[config.mk]
export PLATFORM = sky130hd
export DESIGN_NAME = sram_march_bist
export DESIGN_NICKNAME = d
export VERILOG_FILES = /design/src/rtl/sram_bist_pkg.sv /design/src/rtl/sram_march_addr_gen.sv /design/src/rtl/sram_march_bist.sv
export SDC_FILE = /design/constraint.sdc
export NUM_CORES = 1
export LEC_CHECK = 0
export CORE_ASPECT_RATIO = 0.8
export CORE_UTILIZATION = 50
export CTS_BUF_LIST = sky130_fd_sc_hd__clkbuf_8 sky130_fd_sc_hd__clkbuf_16
export CTS_CLUSTER_DIAMETER = 30
export DETAILED_ROUTE_END_ITERATION = 12
export PLACE_DENSITY = 0.75
export SLEW_MARGIN = 20
export SYNTH_ARGS = -nofsm -noshare
export SYNTH_HDL_FRONTEND = slang
export SYNTH_SLANG_ARGS = --single-unit
[constraint.sdc]
create_clock -name clk -period 6.35 [get_ports clk]
set_input_delay 1.27 -clock clk [delete_from_list [all_inputs] [get_ports clk]]
set_output_delay 1.27 -clock clk [all_outputs]
set_load 0.005 [all_outputs]
[src/rtl/sram_bist_pkg.sv]
// Shared types for the March C- SRAM BIST: controller states and the march
// element table (direction, op count, read/write and data polarity per op).
package sram_bist_pkg;

  localparam int ELEM_COUNT = 6;
  localparam int ELEM_W     = 3;

  typedef enum logic [1:0] {
    ST_IDLE,
    ST_RUN,
    ST_DRAIN,
    ST_DONE
  } state_t;

  // Bit [i] of is_read/pol describes op i of the element; pol=1 means ~P.
  typedef struct packed {
    logic       down;
    logic       two_ops;
    logic [1:0] is_read;
    logic [1:0] pol;
  } march_elem_t;

  function automatic march_elem_t march_elem(input logic [ELEM_W-1:0] idx);
    march_elem_t m;
    m = '{down: 1'b0, two_ops: 1'b0, is_read: 2'b00, pol: 2'b00};  // M0 up(w0)
    case (idx)
      3'd1: m = '{down: 1'b0, two_ops: 1'b1, is_read: 2'b01, pol: 2'b10};  // up(r0,w1)
      3'd2: m = '{down: 1'b0, two_ops: 1'b1, is_read: 2'b01, pol: 2'b01};  // up(r1,w0)
      3'd3: m = '{down: 1'b1, two_ops: 1'b1, is_read: 2'b01, pol: 2'b10};  // down(r0,w1)
      3'd4: m = '{down: 1'b1, two_ops: 1'b1, is_read: 2'b01, pol: 2'b01};  // down(r1,w0)
      3'd5: m = '{down: 1'b0, two_ops: 1'b0, is_read: 2'b01, pol: 2'b00};  // up(r0)
      default: ;
    endcase
    return m;
  endfunction

  function automatic logic elem_down(input logic [ELEM_W-1:0] idx);
    march_elem_t m;
    m = march_elem(idx);
    return m.down;
  endfunction

  function automatic logic elem_two_ops(input logic [ELEM_W-1:0] idx);
    march_elem_t m;
    m = march_elem(idx);
    return m.two_ops;
  endfunction

  function automatic logic elem_is_read(input logic [ELEM_W-1:0] idx, input logic op);
    march_elem_t m;
    m = march_elem(idx);
    return m.is_read[op];
  endfunction

  function automatic logic elem_pol(input logic [ELEM_W-1:0] idx, input logic op);
    march_elem_t m;
    m = march_elem(idx);
    return m.pol[op];
  endfunction

endpackage

[src/rtl/sram_march_addr_gen.sv]
// March sequencer: holds the element/address/op of the op currently being
// driven and exposes the following op so the top can register it directly.
module sram_march_addr_gen
  import sram_bist_pkg::*;
#(
  parameter int ADDR_WIDTH = 6
) (
  input  logic                  clk,
  input  logic                  rstb,
  input  logic                  init,
  input  logic                  step,
  output logic [ELEM_W-1:0]     elem,
  output logic [ADDR_WIDTH-1:0] addr,
  output logic                  op,
  output logic                  last,
  output logic [ELEM_W-1:0]     next_elem,
  output logic [ADDR_WIDTH-1:0] next_addr,
  output logic                  next_op
);

  localparam logic [ADDR_WIDTH-1:0] ADDR_MAX = {ADDR_WIDTH{1'b1}};

  logic                  cur_down;
  logic                  cur_two;
  logic [ADDR_WIDTH-1:0] end_addr;
  logic                  at_end;

  // NOTE: every always_comb output gets a default first so no path can infer a latch.
  always_comb begin
    cur_down  = elem_down(elem);
    cur_two   = elem_two_ops(elem);
    end_addr  = cur_down ? '0 : ADDR_MAX;
    at_end    = (addr == end_addr);
    next_elem = elem;
    next_addr = addr;
    next_op   = 1'b0;
    if (cur_two && !op) begin
      next_op = 1'b1;
    end else if (at_end) begin
      next_elem = elem + 3'd1;
      next_addr = elem_down(elem + 3'd1) ? ADDR_MAX : '0;
    end else begin
      next_addr = cur_down ? addr - 1'b1 : addr + 1'b1;
    end
    last = (elem == ELEM_W'(ELEM_COUNT - 1)) && at_end && (op == cur_two);
  end

  // NOTE: state registers use non-blocking assignments so every flop samples pre-edge values.
  always_ff @(posedge clk) begin
    if (!rstb || init) begin
      elem <= '0;
      addr <= '0;
      op   <= 1'b0;
    end else if (step) begin
      elem <= next_elem;
      addr <= next_addr;
      op   <= next_op;
    end
  end

endmodule

[src/rtl/sram_march_bist.sv]
// March C- BIST controller: drives one SRAM op per cycle, compares read data
// one cycle after each read edge and records the first mismatch.
module sram_march_bist
  import sram_bist_pkg::*;
#(
  parameter int DATA_WIDTH  = 24,
  parameter int ADDR_WIDTH  = 6,
  parameter int WMASK_WIDTH = 1
) (
  input  logic                   clk,
  input  logic                   rstb,
  input  logic                   start,
  input  logic                   stop_on_fail,
  input  logic [DATA_WIDTH-1:0]  pattern,
  output logic                   busy,
  output logic                   done,
  output logic                   fail,
  output logic [7:0]             fail_count,
  output logic [2:0]             fail_element,
  output logic [ADDR_WIDTH-1:0]  fail_addr,
  output logic [DATA_WIDTH-1:0]  fail_data,
  output logic [DATA_WIDTH-1:0]  fail_expected,
  output logic                   sram_we,
  output logic [WMASK_WIDTH-1:0] sram_wmask,
  output logic [ADDR_WIDTH-1:0]  sram_addr,
  output logic [DATA_WIDTH-1:0]  sram_din,
  input  logic [DATA_WIDTH-1:0]  sram_dout,
  input  logic                   sram_sae_int,
  output logic                   sram_sae_muxed
);

  localparam logic [WMASK_WIDTH-1:0] WMASK_ONES = {WMASK_WIDTH{1'b1}};

  state_t                state;
  logic [DATA_WIDTH-1:0] pat_q;
  logic                  pend_valid;
  logic [DATA_WIDTH-1:0] pend_exp;
  logic [ADDR_WIDTH-1:0] pend_addr;
  logic [ELEM_W-1:0]     pend_elem;

  logic [ELEM_W-1:0]     g_elem, n_elem;
  logic [ADDR_WIDTH-1:0] g_addr, n_addr;
  logic                  g_op, n_op, g_last;

  logic                  accept, mismatch, halt, gen_step;
  logic                  cur_read, nxt_write;
  logic [DATA_WIDTH-1:0] cur_word, nxt_word;

  assign sram_sae_muxed = sram_sae_int;

  always_comb begin
    accept    = start && (state == ST_IDLE || state == ST_DONE);
    mismatch  = pend_valid && (sram_dout != pend_exp);
    halt      = mismatch && stop_on_fail;
    gen_step  = (state == ST_RUN) && !halt && !g_last;
    cur_read  = elem_is_read(g_elem, g_op);
    cur_word  = elem_pol(g_elem, g_op) ? ~pat_q : pat_q;
    nxt_write = !elem_is_read(n_elem, n_op);
    nxt_word  = elem_pol(n_elem, n_op) ? ~pat_q : pat_q;
  end

  sram_march_addr_gen #(
    .ADDR_WIDTH (ADDR_WIDTH)
  ) u_addr_gen (
    .clk       (clk),
    .rstb      (rstb),
    .init      (accept),
    .step      (gen_step),
    .elem      (g_elem),
    .addr      (g_addr),
    .op        (g_op),
    .last      (g_last),
    .next_elem (n_elem),
    .next_addr (n_addr),
    .next_op   (n_op)
  );

  always_ff @(posedge clk) begin
    if (!rstb) begin
      state         <= ST_IDLE;
      busy          <= 1'b0;
      done          <= 1'b0;
      fail          <= 1'b0;
      fail_count    <= '0;
      fail_element  <= '0;
      fail_addr     <= '0;
      fail_data     <= '0;
      fail_expected <= '0;
      sram_we       <= 1'b0;
      sram_wmask    <= '0;
      sram_addr     <= '0;
      sram_din      <= '0;
      pat_q         <= '0;
      pend_valid    <= 1'b0;
      pend_exp      <= '0;
      pend_addr     <= '0;
      pend_elem     <= '0;
    end else begin
      // Only RUN/DRAIN can hold a pending compare, so this never races the clear on accept.
      if (mismatch) begin
        fail <= 1'b1;
        if (fail_count != 8'hFF) fail_count <= fail_count + 8'd1;
        if (!fail) begin
          fail_element  <= pend_elem;
          fail_addr     <= pend_addr;
          fail_data     <= sram_dout;
          fail_expected <= pend_exp;
        end
      end

      case (state)
        ST_IDLE, ST_DONE: begin
          if (accept) begin
            state         <= ST_RUN;
            busy          <= 1'b1;
            done          <= 1'b0;
            fail          <= 1'b0;
            fail_count    <= '0;
            fail_element  <= '0;
            fail_addr     <= '0;
            fail_data     <= '0;
            fail_expected <= '0;
            pat_q         <= pattern;
            sram_we       <= 1'b1;
            sram_wmask    <= WMASK_ONES;
            sram_addr     <= '0;
            sram_din      <= pattern;
            pend_valid    <= 1'b0;
          end
        end

        ST_RUN, ST_DRAIN: begin
          if (state == ST_DRAIN || halt) begin
            state      <= ST_DONE;
            busy       <= 1'b0;
            done       <= 1'b1;
            pend_valid <= 1'b0;
            sram_we    <= 1'b0;
            sram_wmask <= '0;
            sram_addr  <= '0;
            sram_din   <= '0;
          end else begin
            // The op on the bus now is sampled by the SRAM at this edge; queue its compare.
            pend_valid <= cur_read;
            pend_exp   <= cur_word;
            pend_addr  <= g_addr;
            pend_elem  <= g_elem;
            if (g_last) begin
              state      <= ST_DRAIN;
              sram_we    <= 1'b0;
              sram_wmask <= '0;
              sram_addr  <= '0;
              sram_din   <= '0;
            end else begin
              sram_we    <= nxt_write;
              sram_wmask <= nxt_write ? WMASK_ONES : '0;
              sram_addr  <= n_addr;
              sram_din   <= nxt_write ? nxt_word : '0;
            end
          end
        end

        default: state <= ST_IDLE;
      endcase
    end
  end

endmodule

==> results list, run 1 <==
- # DRC: 0
- Post-CTS clock slew at the launch and capture registers of the worst setup and hold paths: roughly 0.070 ns
- Setup TNS Final: 0 ns
* Pin count of the biggest net entering global routing: 90
- Among the stages of the critical path, the cell type that occurs most often is sky130_fd_sc_hd__ha_1.
- For this design the ratio of total power to cell area is around 340 nW/um2.
- The first global-routing pass estimated about 33 mm of wire.
* Critical Path AT: 4.73 ns
- Hold buffers post-CTS: 0
* Clk_skew: around 0.0075 ns
* Synthesis-to-finish area growth: 27.49%
- Total Routed Length: roughly 21 mm
- The worst hold path begins at pend_addr[5].
- Buffers inserted during clock tree synthesis total 17.
* RSZ-0062 raised after global routing: false
- Along the worst path, the maximum fanout reaches 25.
- Post-synthesis instance total: between 900 and 1000
* Clock period minus worst slack: approximately 4.4 ns
- Outcome: finished clean
- The synthesized design contains 0 enable-type register cells.
- The worst register-to-register path has a depth of 10.
- Antenna diode count: 0
- In this run, the number of DRC markers left after iteration 0 of detailed routing was between 700 and 800.
- DRT Pass-1 Iters: 6
* X dimension of the die: approximately 140 um
- Maximum cell stage delay along the critical path: 0.89 ns
* Leakage power: roughly 0.0038 uW
* HPWL after detailed placement: around 14 mm
- Proportion of synthesized chip area in sequential cells: 0.4281
- Max-slew headroom at the worst pin: 0.2458
- Post_cts resized: 0
- In this run the count of I/O pins placed on the die edge is approximately 150.
- The final route contains about 7100 vias.
* Fraction of registers with async set/reset: 0
* Summed instance area of the synthesized netlist: 7903 um2
* Vertical extent of the die: 114.4 um
- Across the run, the number of max-cap violations was 0.
- Worst Hold Depth: 2
- Worst Max-Slew Pin Slew: roughly 1.1 ns
* Slowest CP cell: sky130_fd_sc_hd__o221ai_4
- The worst hold path terminates at fail_addr[5].
- Mean number of vias per cell: between 5 and 6
- The congestion estimate from routability-driven global placement came to 0.8455.
- For this run, the total global-route usage over all layers was measured as 0.2625.
- Count of synthesis-stage warnings from yosys: 0
- The clock reaches the later pin of the worst-skew pair after ~0.43 ns.
- In the final layout, the share of cells above drive strength 1 is 0.05671.
* WL/cell: 16.54 um
* # fillers: around 1300
* Placement Setup Slack: between 1.5 and 2 ns
* Clock sinks: about 170
- Highest attainable clock frequency: ~0.23 GHz
- The via count of the first global-routing pass was 6163.
* Min-Delay Path Class: flip-flop to flip-flop
- Launch point of the worst reg-to-reg path: u_addr_gen.elem[0]
* Final Setup Violations: 0
- The tree is rooted in a sky130_fd_sc_hd__clkbuf_16.
- In this run the critical register-to-register path is captured at sram_din[15].
- Traced cell by cell, the critical path runs through inv_1 -> ha_1 -> and2_1 -> a2111oi_0 -> a21oi_1 -> ha_1 -> or4_1 -> o221ai_4 -> xnor2_1 -> o31ai_1.
- Period Utilization, post-route: 0.6931
- The hold violation total from the final report is 0.
- Htree depth: 4
- Setup bufs post-CTS: 0
* Sequential cell area in the final layout: 3383 um2
- The most used flip-flop cell after synthesis is sky130_fd_sc_hd__dfxtp_1.
* Nature of the critical path startpoint: flip-flop
* Number of antenna violations at the first check in global routing: 0
- Post-route setup slack: 1.949 ns
- Clock tree from TritonCTS: built
- Synthesis instantiated 59 different standard cells from the library.
- After the last flow step, the layout net total stands at between 1000 and 1500.
* Number of synthesized register bits: roughly 170
- Power consumption: around 3500 uW
- Die Footprint: 16310 um2
* Post-Synthesis Mean Instance Area: about 8.4 um2
* Std cell rows: 40
* Crit path required time: ~6.7 ns
- STA classifies the critical path endpoint as a flip-flop.
- Placeable core region: ~15000 um2
- Setup Crit Path Kind: flip-flop to flip-flop
* Bufs on Longest Clock Path: 2
* Synthesized net count: 1009
* Effective utilization at floorplan: 0.5194
* Worst reg2reg setup slack: approximately 1.9 ns
- Yosys top cell by area: sky130_fd_sc_hd__dfxtp_1
- On the final layout, the worst hold slack is about 0.45 ns.
- # port buffers: 151
- Count of final max-slew check failures: 0
- Aggregate global routing overflow: 0
- The detail route stage leaves a number of antenna-violating nets equal to 0.
* Proportion of netlist area held by the largest area contributor: 0.4281
- Cells taking the most area after synthesis: sky130_fd_sc_hd__dfxtp_1 43%, sky130_fd_sc_hd__nand2_1 6.2%, sky130_fd_sc_hd__o21ai_0 6.0%
* Area taken by multi-input logic gates: approximately 4200 um2
* Maximum ir drop on the vdd rail: roughly 0.00031 V
[synth_stat cells, types with 2 or more instances]
library cell and instances:
sky130_fd_sc_hd__nand2b_1 2, sky130_fd_sc_hd__or3_1 29, sky130_fd_sc_hd__xnor2_1 25, sky130_fd_sc_hd__a41o_1 2, sky130_fd_sc_hd__inv_1 10, sky130_fd_sc_hd__or2_2 2, sky130_fd_sc_hd__a32oi_1 2, sky130_fd_sc_hd__a211oi_1 5
sky130_fd_sc_hd__nor2b_1 2, sky130_fd_sc_hd__nor4_1 4, sky130_fd_sc_hd__nand3_1 68, sky130_fd_sc_hd__and2_1 5, sky130_fd_sc_hd__a2111oi_0 2, sky130_fd_sc_hd__and3_1 4, sky130_fd_sc_hd__xor2_1 51, sky130_fd_sc_hd__o31ai_1 32
sky130_fd_sc_hd__and4_1 2, sky130_fd_sc_hd__nor3_1 5, sky130_fd_sc_hd__mux2i_1 38, sky130_fd_sc_hd__o21a_1 2, sky130_fd_sc_hd__o21ai_1 3, sky130_fd_sc_hd__o21ai_0 94, sky130_fd_sc_hd__nor2_1 80, sky130_fd_sc_hd__buf_2 10
sky130_fd_sc_hd__a21oi_1 41, sky130_fd_sc_hd__clkbuf_1 56, sky130_fd_sc_hd__nand4_1 8, sky130_fd_sc_hd__a31o_2 2, sky130_fd_sc_hd__o211ai_1 3, sky130_fd_sc_hd__nand2_1 130, sky130_fd_sc_hd__or4_1 3, sky130_fd_sc_hd__dfxtp_1 169
sky130_fd_sc_hd__buf_6 3, sky130_fd_sc_hd__buf_4 6, sky130_fd_sc_hd__nor4_2 2, sky130_fd_sc_hd__ha_1 15
[cell type report]
type,instances,area share
repair buffers,161,0.1575
flip-flops and latches,169,0.3358
well taps,210,0.02608
multi-input cells,685,0.4142
clock inverters,12,0.01602
clock buffers,20,0.04632
inverters,11,0.004098
[metrics by stage]
step                      utilization  instances  area, um2
after global placement         0.6209       1236       9447
after CTS                      0.6622       1268      10070
final                          0.6622       1268      10070
after floorplan                     -        940       7903
after global routing           0.6622       1268      10070
after detailed placement       0.6209       1236       9447
[cell usage in the layout (no fill, tap or decap), types with 4 or more instances in the layout]
cell type                         count
sky130_fd_sc_hd__a211oi_1             5
sky130_fd_sc_hd__a21oi_1             41
sky130_fd_sc_hd__and2_1               5
sky130_fd_sc_hd__and3_1               4
sky130_fd_sc_hd__buf_4               10
sky130_fd_sc_hd__clkbuf_16           17
sky130_fd_sc_hd__clkdlybuf4s50_1    151
sky130_fd_sc_hd__dfxtp_1            169
sky130_fd_sc_hd__ha_1                15
sky130_fd_sc_hd__inv_1               10
sky130_fd_sc_hd__mux2i_1             38
sky130_fd_sc_hd__nand2_1            130
sky130_fd_sc_hd__nand3_1             68
sky130_fd_sc_hd__nand4_1              8
sky130_fd_sc_hd__nor2_1              79
sky130_fd_sc_hd__nor3_1               5
sky130_fd_sc_hd__nor4_1               4
sky130_fd_sc_hd__o21ai_0             94
sky130_fd_sc_hd__o31ai_1             32
sky130_fd_sc_hd__or3_1               29
sky130_fd_sc_hd__xnor2_1             25
sky130_fd_sc_hd__xor2_1              51
[cells by family after synthesis]
group | synth area share
AO/OA/AOI/OAI | 0.1548
XOR/XNOR | 0.08423
adder cells (fa/ha/maj) | 0.02628
buffers and inverters | 0.04813
flip-flops | 0.4281
multiplexers | 0.05431
AND/OR/NAND/NOR | 0.2041
[per-layer routing]
layer,routed length [um],up-vias,global-route usage
met3,1680,12,0.06064
met2,8216,293,0.3507
li1,-,3486,-
met1,10930,3271,0.4150
met4,144,0,0.05950
met5,0,-,0
[how the worst max path moves through the flow]
stage	cells past startpoint	start	endpoint
global placement	7	sram_dout[17]	fail_expected[7]
global route	10	u_addr_gen.elem[0]	sram_din[23]
floorplan	13	u_addr_gen.elem[0]	sram_din[3]
CTS	10	u_addr_gen.elem[0]	sram_din[15]
finish	10	u_addr_gen.elem[0]	sram_din[15]
detailed placement	7	sram_dout[17]	fail_expected[15]
[sequential cells by signal, summed over array words and instances, names as in the netlist]
register and flops:
fail_count 8, pend_elem 3, fail 1, fail_element 3, busy 1, u_addr_gen.addr 6
u_addr_gen.op 1, pend_exp 24, sram_we 1, pend_addr 6, pend_valid 1, u_addr_gen.elem 3
fail_data 24, sram_din 24, fail_addr 6, state 2, pat_q 24, fail_expected 24
sram_addr 6, done 1
[worst max-delay path: cells and delay by family (launching register included)]
| family | cells | cell delay (ns) |
|---|---|---|
| AOI/OAI and AO/OA | 4 | 1.72 |
| and+or+nand+nor | 2 | 0.83 |
| adders and majority gates | 2 | 0.78 |
| DFF | 1 | 0.57 |
| buffers and inverters | 1 | 0.20 |
| xor gates and xnor gates | 1 | 0.17 |
[power by group]
part | total (uW) | switching (uW) | internal [uW] | leakage, uW
Sequential | 1330 | 131 | 1200 | 0.00137
Clock | 1090 | 436 | 655 | 0.000300
Combinational | 1050 | 598 | 452 | 0.00210
Total | 3470 | 1170 | 2300 | 0.00377
(Power assumes the default switching activity.)
==> inputs of run 2 (changes only) <==
- clock period: 6.35 -> 4.15 ns (I/O delays scaled with it)
==> results list, run 2 (synthesis results as in run 1) <==
- Bufs on Longest Clock Path: 2 (unchanged)
- HPWL after detailed placement: 14.43 mm (+2.8%)
- The via count of the first global-routing pass is 6296 (+2.2%).
- Fraction of layout cells with a size suffix above 1: 0.06816 (+0.01145)
- The worst register-to-register path ends at sram_din[23].
* Placeable core region: 15210 um2 (unchanged)
* Root buffer selected by CTS: sky130_fd_sc_hd__clkbuf_16
- Placement Setup Slack: 0.4857 ns (-1.486 ns)
- The utilization after layout was 0.6687 (+0.006497).
* Synthesis-to-finish area growth: 28.74%
- The global placement routability congestion is 0.8392 (-0.75%).
- The number of setup violations in the final report was 0 (unchanged).
- Mean number of vias per cell: 5.515 (-0.97%)
- The upper clock frequency limit was 0.2688 GHz (+18%).
- The number of maximum-capacitance violations was 0 (unchanged).
* Nature of the critical path startpoint: flip-flop
* CP Max Fanout: 24 (-4.0%)
* Die Footprint: 16310 um2 (unchanged)
- Maximum ir drop on the vdd rail: 0.0004101 V (+30%)
* Power per standard cell area: 516.3 nW/um2 (+50%)
* Outcome: finished clean
* Post-route setup slack: 0.4292 ns (-1.520 ns)
- The total count of max-transition violations in the final report came to 0 (unchanged).
- The setup path with the least slack is of type flip-flop to flip-flop.
- WL/cell: 16.55 um (about the same)
* Effective utilization at floorplan: 0.5194 (unchanged)
- Clock period minus worst slack: 3.721 ns (-0.6801 ns)
* Most common cell after layout, fill and taps aside: sky130_fd_sc_hd__dfxtp_1
- Setup TNS Final: 0 ns (unchanged)
* # fillers: 1252 (-2.9%)
- The worst hold path begins at sram_addr[0].
* Clk_skew: 0.01296 ns (+0.005448 ns)
- GRT Resource Usage Total: 0.2660 (+0.003465)
* NumNets Final: 1127 (+1.2%)
- Final hold viol count: 0 (unchanged)
- The number of cells on the worst reg-to-reg path was 11 (+1).
- The portion of the clock cycle consumed by the worst path in the final layout was 0.8966 (+0.2035).
- Leakage power: 0.003824 uW (+1.5%)
- # port buffers: 151 (unchanged)
- Launch point of the worst reg-to-reg path: u_addr_gen.elem[1]
- Vertical extent of the die: 114.4 um (unchanged)
* End point of the worst hold path: sram_addr[0]
* Hold buffers post-CTS: 0 (unchanged)
* Antenna diode count: 0 (unchanged)
- Setup bufs post-CTS: 0 (unchanged)
- The width of the die is 142.6 um (unchanged).
- Final standard cell area without fillers: 10170 um2 (+0.98%)
- Number of top-level pins: 154 (unchanged)
- Clock tree from TritonCTS: built
- The clock latency of the later-clocked register in the worst-skew pair came to 0.43 ns (about the same).
- The number of CTS-inserted buffers is 17 (unchanged).
- Worst reg2reg setup slack: 0.43 ns (-1.52 ns)
- The largest net degree at the start of global routing is 111 (+23%).
* Starting DRT DRC Count: 764 (-1.5%)
* Number of nets with antenna violations after routing: 0 (unchanged)
- The path class of the tightest hold or removal check is flip-flop to flip-flop.
- Worst Max-Slew Pin Slew: 1.081 ns (-0.05019 ns)
* DRT Pass-1 Iters: 5 (-1)
- The maximum level of the CTS H-tree is 4 (unchanged).
* Aggregate global routing overflow: 0 (unchanged)
* Nature of the critical path endpoint: flip-flop
- Post_cts resized: 0 (unchanged)
- Clock sinks: 169 (unchanged)
* RSZ-0062 raised after global routing: false
- The worst slew slack as a fraction of its limit is 0.2793 (+0.03346).
- In the layout the commonest cells are 169 x sky130_fd_sc_hd__dfxtp_1, 151 x sky130_fd_sc_hd__clkdlybuf4s50_1, 130 x sky130_fd_sc_hd__nand2_1.
- The area after detailed placement was 9585 um2 (+1.5%).
- Crit path required time: 4.48 ns (-2.20 ns)
- # DRC: 0 (unchanged)
* Post-CTS clock slew at the launch and capture registers of the worst setup and hold paths: 0.06 ns (about the same)
- Critical Path AT: 4.05 ns (-0.68 ns)
* Std cell rows: 40 (unchanged)
* Wire length of the first global-routing pass: 33.71 mm (+0.97%)
- Total Routed Length: 21.20 mm (+1.1%)
- The number of cells on the worst hold path is 2 (unchanged).
- Via count: 7065 (+0.042%)
* Number of antenna violations at the first check in global routing: 0 (unchanged)
[run 2: changes by cell type in the layout (fill, tap and decap cells not counted), sizes merged]
cell	delta
clkinvlp	+2
buf	+13
bufinv	-1
clkbuf	-2
inv	+1
[run 2: how the worst max path moves through the flow]
stage / cells past startpoint / startpoint / end
finish: 11 / u_addr_gen.elem[1] / sram_din[23]
global route: 11 / u_addr_gen.elem[1] / sram_din[23]
detailed placement: 8 / sram_dout[10] / busy
CTS: 11 / u_addr_gen.elem[1] / sram_din[23]
global placement: 8 / sram_dout[17] / busy
floorplan: 13 / u_addr_gen.elem[0] / sram_din[3]
[run 2: per-stage QoR]
step	hold WS (ns)	power, uW	cells
global placement	0.4468	3657	1249
CTS	0.4663	5254	1281
floorplan	0.4353	3057	940
detailed placement	0.4574	3674	1249
global route	0.4804	5506	1281
finish	0.4589	5252	1281
[run 2: critical path, cell delays in order (launching register included)]
cell and delay, ns:
sky130_fd_sc_hd__dfxtp_1 0.50, sky130_fd_sc_hd__inv_1 0.16, sky130_fd_sc_hd__ha_1 0.24, sky130_fd_sc_hd__and2_1 0.16
sky130_fd_sc_hd__a2111oi_0 0.28, sky130_fd_sc_hd__buf_4 0.18, sky130_fd_sc_hd__a21oi_1 0.04, sky130_fd_sc_hd__ha_1 0.19
sky130_fd_sc_hd__or4_1 0.55, sky130_fd_sc_hd__o221ai_4 0.87, sky130_fd_sc_hd__xnor2_1 0.17, sky130_fd_sc_hd__o31ai_1 0.28
[run 2: layout make-up]
cell class | count | area, um2 | share of cell area
multi-input cells | 685 | 4177 | 0.4105
clock buffers | 18 | 439.2 | 0.04317
inverters | 11 | 41.29 | 0.004059
flip-flops and latches | 169 | 3383 | 0.3326
repair buffers | 174 | 1722 | 0.1692
well taps | 210 | 262.8 | 0.02583
clock inverters | 14 | 148.9 | 0.01464
[run 2: report_power, final]
group	leakage [uW]	internal (uW)	switching, uW
registers	0.00137	1830	209
logic	0.00217	724	911
clock network	0.000278	905	672
[run 2: metal layers]
metal | track usage | vias to the layer above | wire [um]
met3 | 0.06357 | 13 | 1734
met2 | 0.3608 | 282 | 8437
met5 | 0 | - | 0
met1 | 0.4155 | 3274 | 10900
met4 | 0.06022 | 0 | 123
li1 | - | 3496 | -
==> inputs of run 3 (changes only) <==
- SETUP_SLACK_MARGIN: default -> 0.3
==> results list, run 3 (synthesis results as in run 1) <==
- Outcome: finished clean
* Setup Crit Path Kind: flip-flop to flip-flop
- The number of diodes is 0 (unchanged).
- The total count of max-transition violations in the final report came to 0 (unchanged).
- Buffers & Inverters on Critical Path: 3 (+1)
- TritonCTS built the clock tree.
- The width of the die came to 142.6 um (unchanged).
- Inserted Clock Buffers: 17 (unchanged)
- For this design, the slowest cell found on the critical path is sky130_fd_sc_hd__dfxtp_1.
- The post-CTS setup-driven buffer insertion count was 0 (unchanged).
* CP Max Fanout: 25 (+4.2%)
* Critical Path AT: 3.91 ns (-0.14 ns)
- The clock tree skew after final layout came to 0.01321 ns (+0.0002548 ns).
- Launch point of the worst reg-to-reg path: u_addr_gen.elem[1]
* Clock period minus worst slack: 3.586 ns (-0.1350 ns)
- # port buffers: 151 (unchanged)
* Worst Max-Slew Pin Slew: 0.6996 ns (-0.3815 ns)
* HPWL after detailed placement: 14.43 mm (unchanged)
- Min-Delay Path Class: flip-flop to flip-flop
- Nature of the critical path endpoint: flip-flop
- The number of sinks handled by clock tree synthesis is 169 (unchanged).
- The number of buffers on the longest clock path was 2 (unchanged).
- Number of top-level pins: 154 (unchanged)
- The aggregate negative setup slack came to 0 ns (unchanged).
* Nature of the critical path startpoint: flip-flop
- Critical path, cell by cell: inv_1 -> ha_1 -> and2_1 -> a2111oi_1 -> buf_4 -> a21oi_1 -> ha_1 -> buf_4 -> or3_1 -> a221o_1 -> o221ai_4 -> xnor2_1 -> o31ai_1
- The setup slack of the most critical reg-to-reg path is 0.56 ns (+0.14 ns).
- The final net count was 1128 (+0.089%).
- The cell sitting at the root of the clock tree is a sky130_fd_sc_hd__clkbuf_16.
* GR Util met1: 0.4155 (unchanged)
* Total Routed Length: 21.52 mm (+1.5%)
- In the layout the commonest cells are 169 x sky130_fd_sc_hd__dfxtp_1, 151 x sky130_fd_sc_hd__clkdlybuf4s50_1, 130 x sky130_fd_sc_hd__nand2_1.
- Kind of cell with the highest combined delay on the critical path: compound AO/OA/AOI/OAI gates
- The largest net degree at the start of global routing is 111 (unchanged).
- The critical path starts at u_addr_gen.elem[1].
- Most common cell after layout, fill and taps aside: sky130_fd_sc_hd__dfxtp_1
* Routability Congestion: 0.8392 (unchanged)
* Via count: 7087 (+0.31%)
- Final core utilization: 0.6705 (+0.001809)
- The delay of the slowest cell on the worst path was 0.51 ns (-0.36 ns).
* Hold buffers post-CTS: 0 (unchanged)
- # DRC: 0 (unchanged)
- Max-slew headroom at the worst pin: 0.5326 (+0.2534)
- After global routing, the most crowded layer is met1.
- The remaining antenna violation count after routing is 0 (unchanged).
- The number of maximum-capacitance violations came to 0 (unchanged).
- Effective utilization at floorplan: 0.5194 (unchanged)
- Vertical extent of the die: 114.4 um (unchanged)
- Leakage power: 0.003831 uW (+0.18%)
* Met2 usage in global routing: 0.3608 (unchanged)
- Endpoint of the lowest-slack register-to-register path: sram_din[23]
- WL/cell: 16.79 um (+1.5%)
- Setup repair after global routing could not meet its margin everywhere.
- Period Utilization, post-route: 0.8640 (-0.03254)
- Fraction of layout cells with a size suffix above 1: 0.06903 (+0.0008693)
- The cell depth of the worst setup path is 13 (+2).
* Mean number of vias per cell: 5.528 (+0.23%)
- The overflow left after global routing came to 0 (unchanged).
* Clock latency at the later pin of the worst-skew pair: 0.43 ns (about the same)
- The total global routing track utilization came to 0.2660 (unchanged).
* Starting DRT DRC Count: 771 (+0.92%)
* DRT Pass-1 Iters: 5 (unchanged)
- The power density over the cells was 515.6 nW/um2 (-0.13%).
* Via count of the first global-routing pass: 6296 (unchanged)
- Routing usage on met3: 0.06357 (unchanged)
- Post-CTS clock slew at the launch and capture registers of the worst setup and hold paths: 0.06 ns (about the same)
* Final hold viol count: 0 (unchanged)
* Worst Setup EP: sram_din[23]
- Htree depth: 4 (unchanged)
- Maximum ir drop on the vdd rail: 0.0004100 V (about the same)
- The area enclosed by the die boundary came to 16310 um2 (unchanged).
- Number of antenna violations at the first check in global routing: 0 (unchanged)
- Final Setup Violations: 0 (unchanged)
- In this run the most critical hold path is launched from sram_addr[0].
- Post_cts resized: 0 (unchanged)
- Crit path required time: 4.48 ns (about the same)
- Placeable core region: 15210 um2 (unchanged)
- Std cell rows: 40 (unchanged)
- Compared with the post-synthesis result, the final layout area differs by 29.08%.
- The number of cells on the worst reg-to-reg path came to 13 (+2).
- Wire length of the first global-routing pass: 33.71 mm (unchanged)
- The upper clock frequency limit was 0.2789 GHz (+3.8%).
[run 3: worst register-to-register path, stage by stage, from the launching register on]
cell and delay, ns:
sky130_fd_sc_hd__dfxtp_1 0.51, sky130_fd_sc_hd__inv_1 0.16, sky130_fd_sc_hd__ha_1 0.24, sky130_fd_sc_hd__and2_1 0.16
sky130_fd_sc_hd__a2111oi_1 0.26, sky130_fd_sc_hd__buf_4 0.18, sky130_fd_sc_hd__a21oi_1 0.04, sky130_fd_sc_hd__ha_1 0.19
sky130_fd_sc_hd__buf_4 0.23, sky130_fd_sc_hd__or3_1 0.41, sky130_fd_sc_hd__a221o_1 0.41, sky130_fd_sc_hd__o221ai_4 0.26
sky130_fd_sc_hd__xnor2_1 0.17, sky130_fd_sc_hd__o31ai_1 0.27
[run 3: how the worst min path moves through the flow]
stage / endpoint / cells after the start
finish: sram_addr[0] / 2
global route: sram_addr[0] / 2
CTS: sram_addr[0] / 2
detailed placement: sram_addr[0] / 2
global placement: fail_addr[0] / 2
floorplan: fail_addr[0] / 2
[run 3: metal layers]
metal / vias to the layer above / part of all wire
met4: 0 / 0.0047
met5: - / 0
met2: 320 / 0.40
met3: 9 / 0.085
li1: 3504 / -
met1: 3254 / 0.51
[run 3: layout make-up]
cell class / count / area (um2)
clock inverter: 14 / 148.9
fill: 1249 / 5014
inverter: 11 / 41.29
sequential: 169 / 3383
clock buffer: 18 / 439.2
tap: 210 / 262.8
timing repair buffer: 174 / 1722
multi-input combinational: 686 / 4204
[run 3: where the power goes]
group | switching (uW) | total [uW] | leakage [uW] | internal [uW]
sequential | 210 | 2040 | 0.00137 | 1830
clock | 672 | 1580 | 0.000278 | 905
combinational | 918 | 1640 | 0.00218 | 724
total | 1800 | 5260 | 0.00383 | 3460
[run 3: stage by stage]
step                power, uW  area [um2]  setup slack (ns)  std cells  hold WS [ns]
floorplan                3057        7903            0.9652        940        0.4353
global placement         3657        9582            0.5692       1249        0.4468
detailed placement       3674        9585            0.4857       1249        0.4574
CTS                      5254       10170            0.4336       1281        0.4663
global route             5506       10200            0.3029       1282        0.4804
finish                   5260       10200            0.5643       1282        0.4586
